$ cat src/rtl/lsu_pkg.sv
// Shared types and helpers for the load/store unit.
`default_nettype none

package lsu_pkg;

  typedef enum logic [1:0] {
    IDLE   = 2'd0,
    ACCESS = 2'd1,
    RESP   = 2'd2
  } state_t;

  localparam logic [1:0] SZ_B = 2'd0;
  localparam logic [1:0] SZ_H = 2'd1;
  localparam logic [1:0] SZ_W = 2'd2;
  localparam logic [1:0] SZ_D = 2'd3;

  // Byte-enable pattern for an access of 2^size bytes starting at lane offset.
  function automatic logic [7:0] be_mask(input logic [1:0] size, input logic [2:0] offset);
    logic [7:0] m;
    case (size)
      SZ_B:    m = 8'h01;
      SZ_H:    m = 8'h03;
      SZ_W:    m = 8'h0F;
      default: m = 8'hFF;
    endcase
    return m << offset;
  endfunction

endpackage

`default_nettype wire

$ cat src/rtl/lsu_extract.sv
// Load data lane select with sign or zero extension.
`default_nettype none

module lsu_extract
  import lsu_pkg::*;
#(
  parameter int DATA_W = 32,
  parameter int OFF_W  = $clog2(DATA_W / 8)
) (
  input  logic [DATA_W-1:0] rdata,
  input  logic [1:0]        size,
  input  logic [OFF_W-1:0]  offset,
  input  logic              unsigned_ld,
  output logic [DATA_W-1:0] data
);

  logic [DATA_W-1:0] shifted;
  logic [DATA_W-1:0] keep;
  logic              sign;

  assign shifted = rdata >> {offset, 3'b000};

  always_comb begin
    keep = '1;
    sign = 1'b0;
    case (size)
      SZ_B: begin
        keep = DATA_W'(8'hFF);
        sign = shifted[7];
      end
      SZ_H: begin
        keep = DATA_W'(16'hFFFF);
        sign = shifted[15];
      end
      SZ_W: begin
        keep = DATA_W'(32'hFFFF_FFFF);
        sign = shifted[31];
      end
      default: begin
        keep = '1;
        sign = 1'b0;
      end
    endcase
  end

  // Bits above the access size are filled with the sign for signed loads.
  assign data = (shifted & keep) | ((!unsigned_ld && sign) ? ~keep : '0);

endmodule

`default_nettype wire

$ cat src/rtl/lsu_ctrl.sv
// Load/store unit: request capture, lane steering, memory handshake with
// wait states and ack timeout, and a one-cycle response pulse to the core.
`default_nettype none

module lsu_ctrl
  import lsu_pkg::*;
#(
  parameter int ADDR_W  = 32,
  parameter int DATA_W  = 32,
  parameter int TIMEOUT = 16
) (
  input  logic                clk,
  input  logic                reset,
  input  logic                req_valid,
  input  logic                req_we,
  input  logic [1:0]          req_size,
  input  logic                req_unsigned,
  input  logic [ADDR_W-1:0]   req_addr,
  input  logic [DATA_W-1:0]   req_wdata,
  output logic                busy,
  output logic                rsp_valid,
  output logic [DATA_W-1:0]   rsp_rdata,
  output logic                rsp_err,
  output logic                rsp_misalign,
  output logic                mem_req,
  output logic                mem_we,
  output logic [ADDR_W-1:0]   mem_addr,
  output logic [DATA_W/8-1:0] mem_be,
  output logic [DATA_W-1:0]   mem_wdata,
  input  logic                mem_ack,
  input  logic [DATA_W-1:0]   mem_rdata
);

  localparam int NB    = DATA_W / 8;
  localparam int OFF_W = $clog2(NB);
  localparam int CNT_W = (TIMEOUT > 1) ? $clog2(TIMEOUT) : 1;
  localparam bit TO_EN = (TIMEOUT != 0);
  localparam logic [CNT_W-1:0] CNT_LAST = CNT_W'((TIMEOUT > 0) ? TIMEOUT - 1 : 0);

  state_t            state;
  logic              acc_we;
  logic              acc_unsigned;
  logic [1:0]        acc_size;
  logic [OFF_W-1:0]  acc_off;
  logic              err;
  logic              misalign;
  logic [CNT_W-1:0]  wait_cnt;
  logic [DATA_W-1:0] rdata;
  logic [DATA_W-1:0] ld_data;
  logic [DATA_W-1:0] wdata_rep;
  logic [7:0]        be_full;
  logic [2:0]        req_off;
  logic              bad_req;

  assign req_off = 3'(req_addr[OFF_W-1:0]);
  assign be_full = be_mask(req_size, req_off);

  // A dword on a 32-bit bus cannot be issued and is reported as misaligned.
  always_comb begin
    bad_req = 1'b0;
    case (req_size)
      SZ_H:    bad_req = req_addr[0];
      SZ_W:    bad_req = |req_addr[1:0];
      SZ_D:    bad_req = (DATA_W == 32) || (|req_addr[2:0]);
      default: bad_req = 1'b0;
    endcase
  end

  always_comb begin
    wdata_rep = req_wdata;
    case (req_size)
      SZ_B:    for (int i = 0; i < NB; i++)     wdata_rep[8*i +: 8]   = req_wdata[7:0];
      SZ_H:    for (int i = 0; i < NB / 2; i++) wdata_rep[16*i +: 16] = req_wdata[15:0];
      SZ_W:    for (int i = 0; i < NB / 4; i++) wdata_rep[32*i +: 32] = req_wdata[31:0];
      default: wdata_rep = req_wdata;
    endcase
  end

  lsu_extract #(
    .DATA_W (DATA_W),
    .OFF_W  (OFF_W)
  ) u_extract (
    .rdata       (mem_rdata),
    .size        (acc_size),
    .offset      (acc_off),
    .unsigned_ld (acc_unsigned),
    .data        (ld_data)
  );

  always_ff @(posedge clk or posedge reset) begin
    if (reset) begin
      state        <= IDLE;
      acc_we       <= 1'b0;
      acc_unsigned <= 1'b0;
      acc_size     <= SZ_B;
      acc_off      <= '0;
      err          <= 1'b0;
      misalign     <= 1'b0;
      wait_cnt     <= '0;
      rdata        <= '0;
      mem_we       <= 1'b0;
      mem_addr     <= '0;
      mem_be       <= '0;
      mem_wdata    <= '0;
    end else begin
      case (state)
        IDLE: begin
          if (req_valid) begin
            acc_we       <= req_we;
            acc_size     <= req_size;
            acc_unsigned <= req_unsigned;
            acc_off      <= req_addr[OFF_W-1:0];
            rdata        <= '0;
            if (bad_req) begin
              err      <= 1'b1;
              misalign <= 1'b1;
              state    <= RESP;
            end else begin
              err       <= 1'b0;
              misalign  <= 1'b0;
              wait_cnt  <= '0;
              mem_we    <= req_we;
              mem_addr  <= {req_addr[ADDR_W-1:OFF_W], {OFF_W{1'b0}}};
              mem_be    <= be_full[NB-1:0];
              mem_wdata <= wdata_rep;
              state     <= ACCESS;
            end
          end
        end
        ACCESS: begin
          // Ack is checked first so it wins over a coincident timeout.
          if (mem_ack) begin
            rdata <= acc_we ? '0 : ld_data;
            state <= RESP;
          end else if (TO_EN && (wait_cnt == CNT_LAST)) begin
            err   <= 1'b1;
            state <= RESP;
          end else begin
            wait_cnt <= wait_cnt + CNT_W'(1);
          end
        end
        RESP:    state <= IDLE;
        default: state <= IDLE;
      endcase
    end
  end

  assign busy         = (state != IDLE);
  assign mem_req      = (state == ACCESS);
  assign rsp_valid    = (state == RESP);
  assign rsp_err      = rsp_valid & err;
  assign rsp_misalign = rsp_valid & misalign;
  assign rsp_rdata    = rsp_valid ? rdata : '0;

endmodule

`default_nettype wire

$ cat config.mk
export PLATFORM = sky130hd
export DESIGN_NAME = lsu_ctrl
export DESIGN_NICKNAME = d
export VERILOG_FILES = /design/src/rtl/lsu_pkg.sv /design/src/rtl/lsu_extract.sv /design/src/rtl/lsu_ctrl.sv
export SDC_FILE = /design/constraint.sdc
export NUM_CORES = 1
export LEC_CHECK = 0
export CAP_MARGIN = 20
export CORE_AREA = 2 2 131 95
export CTS_CLUSTER_DIAMETER = 40
export CTS_CLUSTER_SIZE = 14
export DETAILED_ROUTE_END_ITERATION = 6
export DIE_AREA = 0 0 133 97
export HOLD_SLACK_MARGIN = 0.03
export PLACE_DENSITY = 0.95
export SETUP_SLACK_MARGIN = 0.05
export SYNTH_ARGS = -nofsm -noshare
export SYNTH_HDL_FRONTEND = slang
export SYNTH_SLANG_ARGS = --single-unit
$ cat constraint.sdc
create_clock -name clk -period 7.38 [get_ports clk]
set_input_delay 0.738 -clock clk [delete_from_list [all_inputs] [get_ports clk]]
set_output_delay 0.738 -clock clk [all_outputs]
set_load 0.05 [all_outputs]
==> results of run 1 <==
critical path: stages:
cell             delay (ns)
clkdlybuf4s50_1        0.97
a21oi_1                0.26
o21ai_4                0.41
buf_4                  0.69
mux2_2                 0.42
routing by layer:
metal / vias up / track usage (%) / wire length (um)
li1: 2113 / - / -
met1: 2260 / 30.37 / 6314
met2: 209 / 42.77 / 7844
met3: 20 / 9.329 / 1425
met4: 0 / 9.264 / 267
met5: - / 0 / 0
power by group through the flow:
| stage | clock network (mW) | registers [mW] | logic (mW) |
|---|---|---|---|
| 6_report | 0.816 | 1.09 | 1.95 |
| 5_1_grt | 0.858 | 1.12 | 2.05 |
| 4_1_cts | 0.823 | 1.08 | 1.94 |
| 3_5_place_dp | 0 | 1.09 | 1.93 |
| 3_3_place_gp | 0 | 1.07 | 1.88 |
| 2_1_floorplan | 0 | 1.67 | 0.686 |
cell type report:
cell class	instances	area, um2	area share [%]
flip-flops and latches	113	2828	34.74
repair buffers	214	2145	26.34
well taps	157	196.4	2.413
clock buffers	21	450.4	5.533
multi-input cells	337	2359	28.97
inverters	6	25.02	0.3074
clock inverters	11	137.6	1.691
per-stage QoR:
| stage | cells | utilization [%] | hold WS (ns) |
|---|---|---|---|
| after floorplan | 492 | - | 0.4376 |
| final | 859 | 70.66 | 0.4779 |
| after global placement | 826 | 65.32 | 0.4542 |
| after CTS | 858 | 70.42 | 0.4770 |
| after detailed placement | 826 | 65.32 | 0.4636 |
| after global routing | 859 | 70.66 | 0.5032 |
kinds of logic (layout without fill, tap and decap cells):
logic type	after synthesis	after routing	synth area share, %
adder cells (fa/ha/maj)	1	1	0.2328
flip-flops	113	113	52.62
multiplexers	88	88	17.74
AO/OA/AOI/OAI	104	104	12.46
buffers and inverters	42	252	3.702
other	1	2	0.06978
XOR/XNOR	3	3	0.4890
AND/OR/NAND/NOR	139	139	12.69
placed cells by master (no fill, tap or decap), drive strengths merged, types with 8 or more instances in the layout:
cell type | Yosys | final
a21oi | 28 | 28
mux2i | 39 | 39
clkdlybuf4s50 | 0 | 207
a22o | 8 | 8
clkbuf | 17 | 21
mux2 | 48 | 48
and2 | 34 | 34
nor2 | 25 | 25
dfrtp | 113 | 113
o21ai | 45 | 45
nand2 | 61 | 61
a221o | 17 | 17
synthesized netlist by cell type, drive strengths merged (4+ instances only):
cell type / count
a21oi: 28
a221o: 17
a22o: 8
and2: 34
buf: 19
clkbuf: 17
dfrtp: 113
inv: 6
mux2: 48
mux2i: 39
nand2: 61
nor2: 25
nor3: 4
nor3b: 4
o21ai: 45
flip-flops by register name, indices dropped and copies added (netlist names):
name          cells
acc_we            1
mem_be            4
rdata            32
wait_cnt          4
mem_we            1
err               1
acc_size          2
acc_unsigned      1
misalign          1
mem_addr         30
mem_wdata        32
state             2
acc_off           2
how the worst min path moves through the flow:
stage,startpoint,endpoint,depth (start not counted)
3_5_place_dp,misalign,misalign,2
6_report,misalign,misalign,2
4_1_cts,misalign,misalign,2
3_3_place_gp,misalign,misalign,2
5_1_grt,rdata[2],rdata[2],2
2_1_floorplan,misalign,misalign,2
==> flow_summary.yaml, run 1 <==
clock_network:
  postCtsSetupRepairBufs: 0
  cts_sinks: 113
  clockRootBuffer: "clkbuf_16"
  cts_resized: 0
  cts_buffer_depth: 2
  clkTransAtPathRegs_ns: 0.05
  cts_tree: "built"
  htree_levels: 4
  hold_buffers: 0
  cts_buffers: 17
  clk_latency_ns: 0.41
sta:
  relSlewSlack_pct: 40.41
  tns_ns: 0
  fin_crit_ns: 3.247
  hold_viol: 0
  slew_viol_final: 0
  min_period_over_period_pct: 44.00
  fin_skew_ns: 0.009303
  setup_slack_ns: 4.133
  fmax_mhz: 307.9
  setup_viol: 0
  worst_pin_slew_ns: 0.8939
  rsz0062_at_grt: "no"
layout:
  nets: 794
  n_fill_cell: 785
  fin_area_um2: 8140
  drive_gt1_share_pct: 12.96
  areaGrowthSynthToFinish_pct: 51.48
  antenna_cells: 0
power_and_ir_drop:
  pwr-share-comb_pct: 50.6
  p_per_area_nw_per_um2: 472.9
  swShare_pct: 44.44
  p_switching_mw: 1.711
  seqPwrFrac_pct: 28.2
  peakVddDrop_mv: 0.3177
  p_total_mw: 3.850
  pwr-share-clk_pct: 21.2
  intPower_mw: 2.139
  leakagePower_nw: 3.531
global_route:
  antenna_found_initial: 0
  track_usage_pct: 25.58
  grt_max_degree: 81
  grt_overflow: 0
  grt_pass1_vias: 4930
  grt_pass1_wl_um: 26010
worst_setup_path:
  startpoint_type: "input pin"
  critPathArrivalTime_ns: 3.53
  reg2reg_depth: 4
  reg2reg_to: "rdata[31]"
  r2r-start: "acc_off[1]"
  critical_path.endpoint: "mem_addr[10]"
  setup.worst_path.end_class: "register"
  cp.required_ns: 7.67
  critPathMaxFanout: 80
  crit_type: "input pin to register"
  r2r_setup_slack_ns: 4.68
  startpoint: "req_size[0]"
synth:
  ys_ff_latch: 113
  async_reset_ff_share_pct: 100.0
  yosysTopAreaCell: "dfrtp_1"
  ys.flop_type: "dfrtp_1"
  synthTopCellsByArea: "dfrtp_1 53%, mux2_2 10%, mux2i_1 7.3%, nand2_1 4.3%, o21ai_0 4.1%"
  yosysSeqAreaShare_pct: 52.62
  synth_top_area_share_pct: 52.62
  syn_area_um2: 5374
  syn_inst: 491
  synth.distinct_cells: 37
  yosysWarnings: 0
  syn_avg_cell_area_um2: 10.94
  synth_edf_count: 0
placement:
  dp_slack_ns: 3.725
  io_buffers: 207
  hpwlAfterDp_um: 11140
  gp_congestion: 0.8542
  place_area_um2: 7525
floorplanning:
  start_util_pct: 46.65
  dieHeight_um: 97
  die_area_um2: 12900
  coreArea_um2: 11520
  rows: 33
  die-width_um: 133
  io_pins: 210
drt:
  vias_per_cell: 5.357
  drc: 0
  wl_um: 15850
  drtAntennaViolNets: 0
  drt_iter0_markers: 198
  dr_total_vias: 4602
  firstDrtPassIters: 5
  wl_per_cell_um: 18.46
min_path:
  hp-class: "register to register"
outcome:
  status: "completed"
flow_run:
  drv_cap: 0
(Power assumes the default switching activity.)
==> inputs of run 2 (changes only) <==
Settings changed: CORE_AREA 2 2 131 95 to 2 2 142 102, DIE_AREA 0 0 133 97 to 0 0 144 104, PLACE_DENSITY 0.95 to 0.88.
Clock period 7.38 ns to 2.74 ns, I/O delays scaled along.
==> run 2 against run 1 <==
Effect of this change: critical path depth shrank 2; sequential power grew to 2.6 times the previous value; sequential share of layout area shrank 1.9 points; non-clock buffer count grew 7; clock-buffer cell count grew 1; sequential cell count is the same; worst hold slack lost 0.14 ns; routed wire length grew 0.32%; die area grew 16%; largest power group unchanged.
==> flow_summary.yaml, run 2 (synthesized netlist as in run 1, its figures left out) <==
clock_network:
  postCtsSetupRepairBufs: 0
  cts_tree: "built"
  cts_sinks: 113
  cts_resized: 0
  cts_buffers: 17
  clockRootBuffer: "clkbuf_16"
  cts_buffer_depth: 2
  clkTransAtPathRegs_ns: 0.05
  hold_buffers: 0
  clk_latency_ns: 0.41
  htree_levels: 4
layout:
  antenna_cells: 0
  mostFrequentLayoutCells: "173 x clkdlybuf4s50_1, 113 x dfrtp_1, 61 x nand2_1"
  fin_area_um2: 8605
  final_common_cell: "clkdlybuf4s50_1"
  areaGrowthSynthToFinish_pct: 60.12
  multi_input_area_um2: 2359
  n_fill_cell: 1041
  seq_area_um2: 2828
  nets: 801
  reg.largest.list: "mem_wdata x32, rdata x32, mem_addr x30"
  drive_gt1_share_pct: 19.04
global_route:
  grt_max_degree: 114
  grt_pass1_wl_um: 25410
  antenna_found_initial: 0
  grt_pass1_vias: 4762
  track_usage_pct: 22.00
  grt_overflow: 0
sta:
  fmax_mhz: 439.7
  tns_ns: 0
  rsz0062_at_grt: "no"
  fin_skew_ns: 0.005917
  setup_viol: 0
  min_period_over_period_pct: 83.00
  worst_pin_slew_ns: 0.7967
  fin_crit_ns: 2.274
  hold_viol: 0
  slew_viol_final: 0
  relSlewSlack_pct: 46.89
drt:
  met2_wirelength_um: 7813
  drt_iter0_markers: 209
  route.met3.wl_um: 1477
  drc: 0
  vias_per_cell: 5.106
  met1_length_um: 6325
  highest_layer: "met4"
  firstDrtPassIters: 5
  wl_per_cell_um: 17.69
  drtAntennaViolNets: 0
  dr_total_vias: 4590
  wl_um: 15900
floorplanning:
  rows: 36
  start_util_pct: 39.37
  die-width_um: 144
  coreArea_um2: 13650
  dieHeight_um: 104
  io_pins: 210
  die_area_um2: 14980
placement:
  io_buffers: 207
  place_area_um2: 7980
  gp_congestion: 0.8950
  hpwlAfterDp_um: 11630
flow_run:
  drv_cap: 0
worst_setup_path:
  cpPeakStageDelay_ns: 0.83
  crit_chain: "inv_1 -> nor3_1 -> clkdlybuf4s50_1"
  r2r_setup_slack_ns: 0.63
  setup.worst_path.end_class: "primary output"
  path_delay_family: "buffers and inverters"
  startpoint_type: "register"
  path_buf_inv: 2
  reg2reg_to: "rdata[27]"
  crit_type: "register to primary output"
  r2r-start: "acc_off[1]"
  cp_slowest_cell: "clkdlybuf4s50_1"
  critPathMaxFanout: 7
  reg2reg_depth: 6
  startpoint: "state[1]"
  critPathArrivalTime_ns: 2.00
  cp.required_ns: 2.47
min_path:
  hp-class: "input pin to asynchronous set/reset pin"
power_and_ir_drop:
  peakVddDrop_mv: 0.9172
  leakagePower_nw: 3.744
  p_per_area_nw_per_um2: 1230
outcome:
  status: "completed"
==> run 2: changes by cell type in the layout (fill, tap and decap cells not counted) <==
cell	before	now
buf_4	6	13
buf_16	1	0
clkbuf_8	1	5
clkdlybuf4s50_1	207	173
clkbuf_1	3	0
buf_12	0	35
inv_4	1	0
==> run 2: how the worst max path moves through the flow <==
stage,cells past startpoint,to
final,3,rsp_err
after global routing,3,rsp_err
after CTS,3,rsp_err
after detailed placement,5,mem_addr[10]
after global placement,5,mem_addr[26]
after floorplan,4,rsp_rdata[22]
==> run 2: area by class of cell <==
type,instances,share of cell area (%)
Clock buffer,22,5.744
Clock inverter,10,1.512
Inverter,6,0.3054
Multi-Input combinational cell,337,27.41
Sequential cell,113,32.86
Tap cell,190,2.763
Timing Repair Buffer,221,29.40
==> run 2: worst reg2reg max path: stages, from the launching register on <==
cell       delay [ns]
dfrtp_1          0.42
buf_4            0.29
nor2b_1          0.16
buf_4            0.17
a2bb2oi_1        0.13
a211oi_4         0.66
a221o_1          0.22
==> run 2: metal layers <==
metal	global-route usage (%)	vias up
met5	0	-
li1	-	2126
met1	25.96	2229
met3	8.978	24
met2	36.46	211
met4	7.073	0
==> run 2: where the power goes <==
part | leakage (nW) | internal [mW] | switching [mW]
sequential | 1.43 | 2.41 | 0.463
combinational | 2.01 | 2.04 | 3.38
clock | 0.308 | 1.54 | 0.749
total | 3.74 | 5.99 | 4.59
==> run 2: per-stage QoR <==
stage | power (mW) | utilization [%] | instances | hold WS [ns] | setup WS (ns)
global placement | 8.168 | 58.47 | 867 | 0.4530 | 0.3780
global route | 11.10 | 63.05 | 899 | 0.4603 | 0.3972
floorplan | 6.336 | - | 492 | 0.3743 | 0.6360
CTS | 10.65 | 63.05 | 899 | 0.4310 | 0.4385
detailed placement | 8.317 | 58.47 | 867 | 0.4544 | 0.2818
finish | 10.58 | 63.05 | 899 | 0.3330 | 0.4658
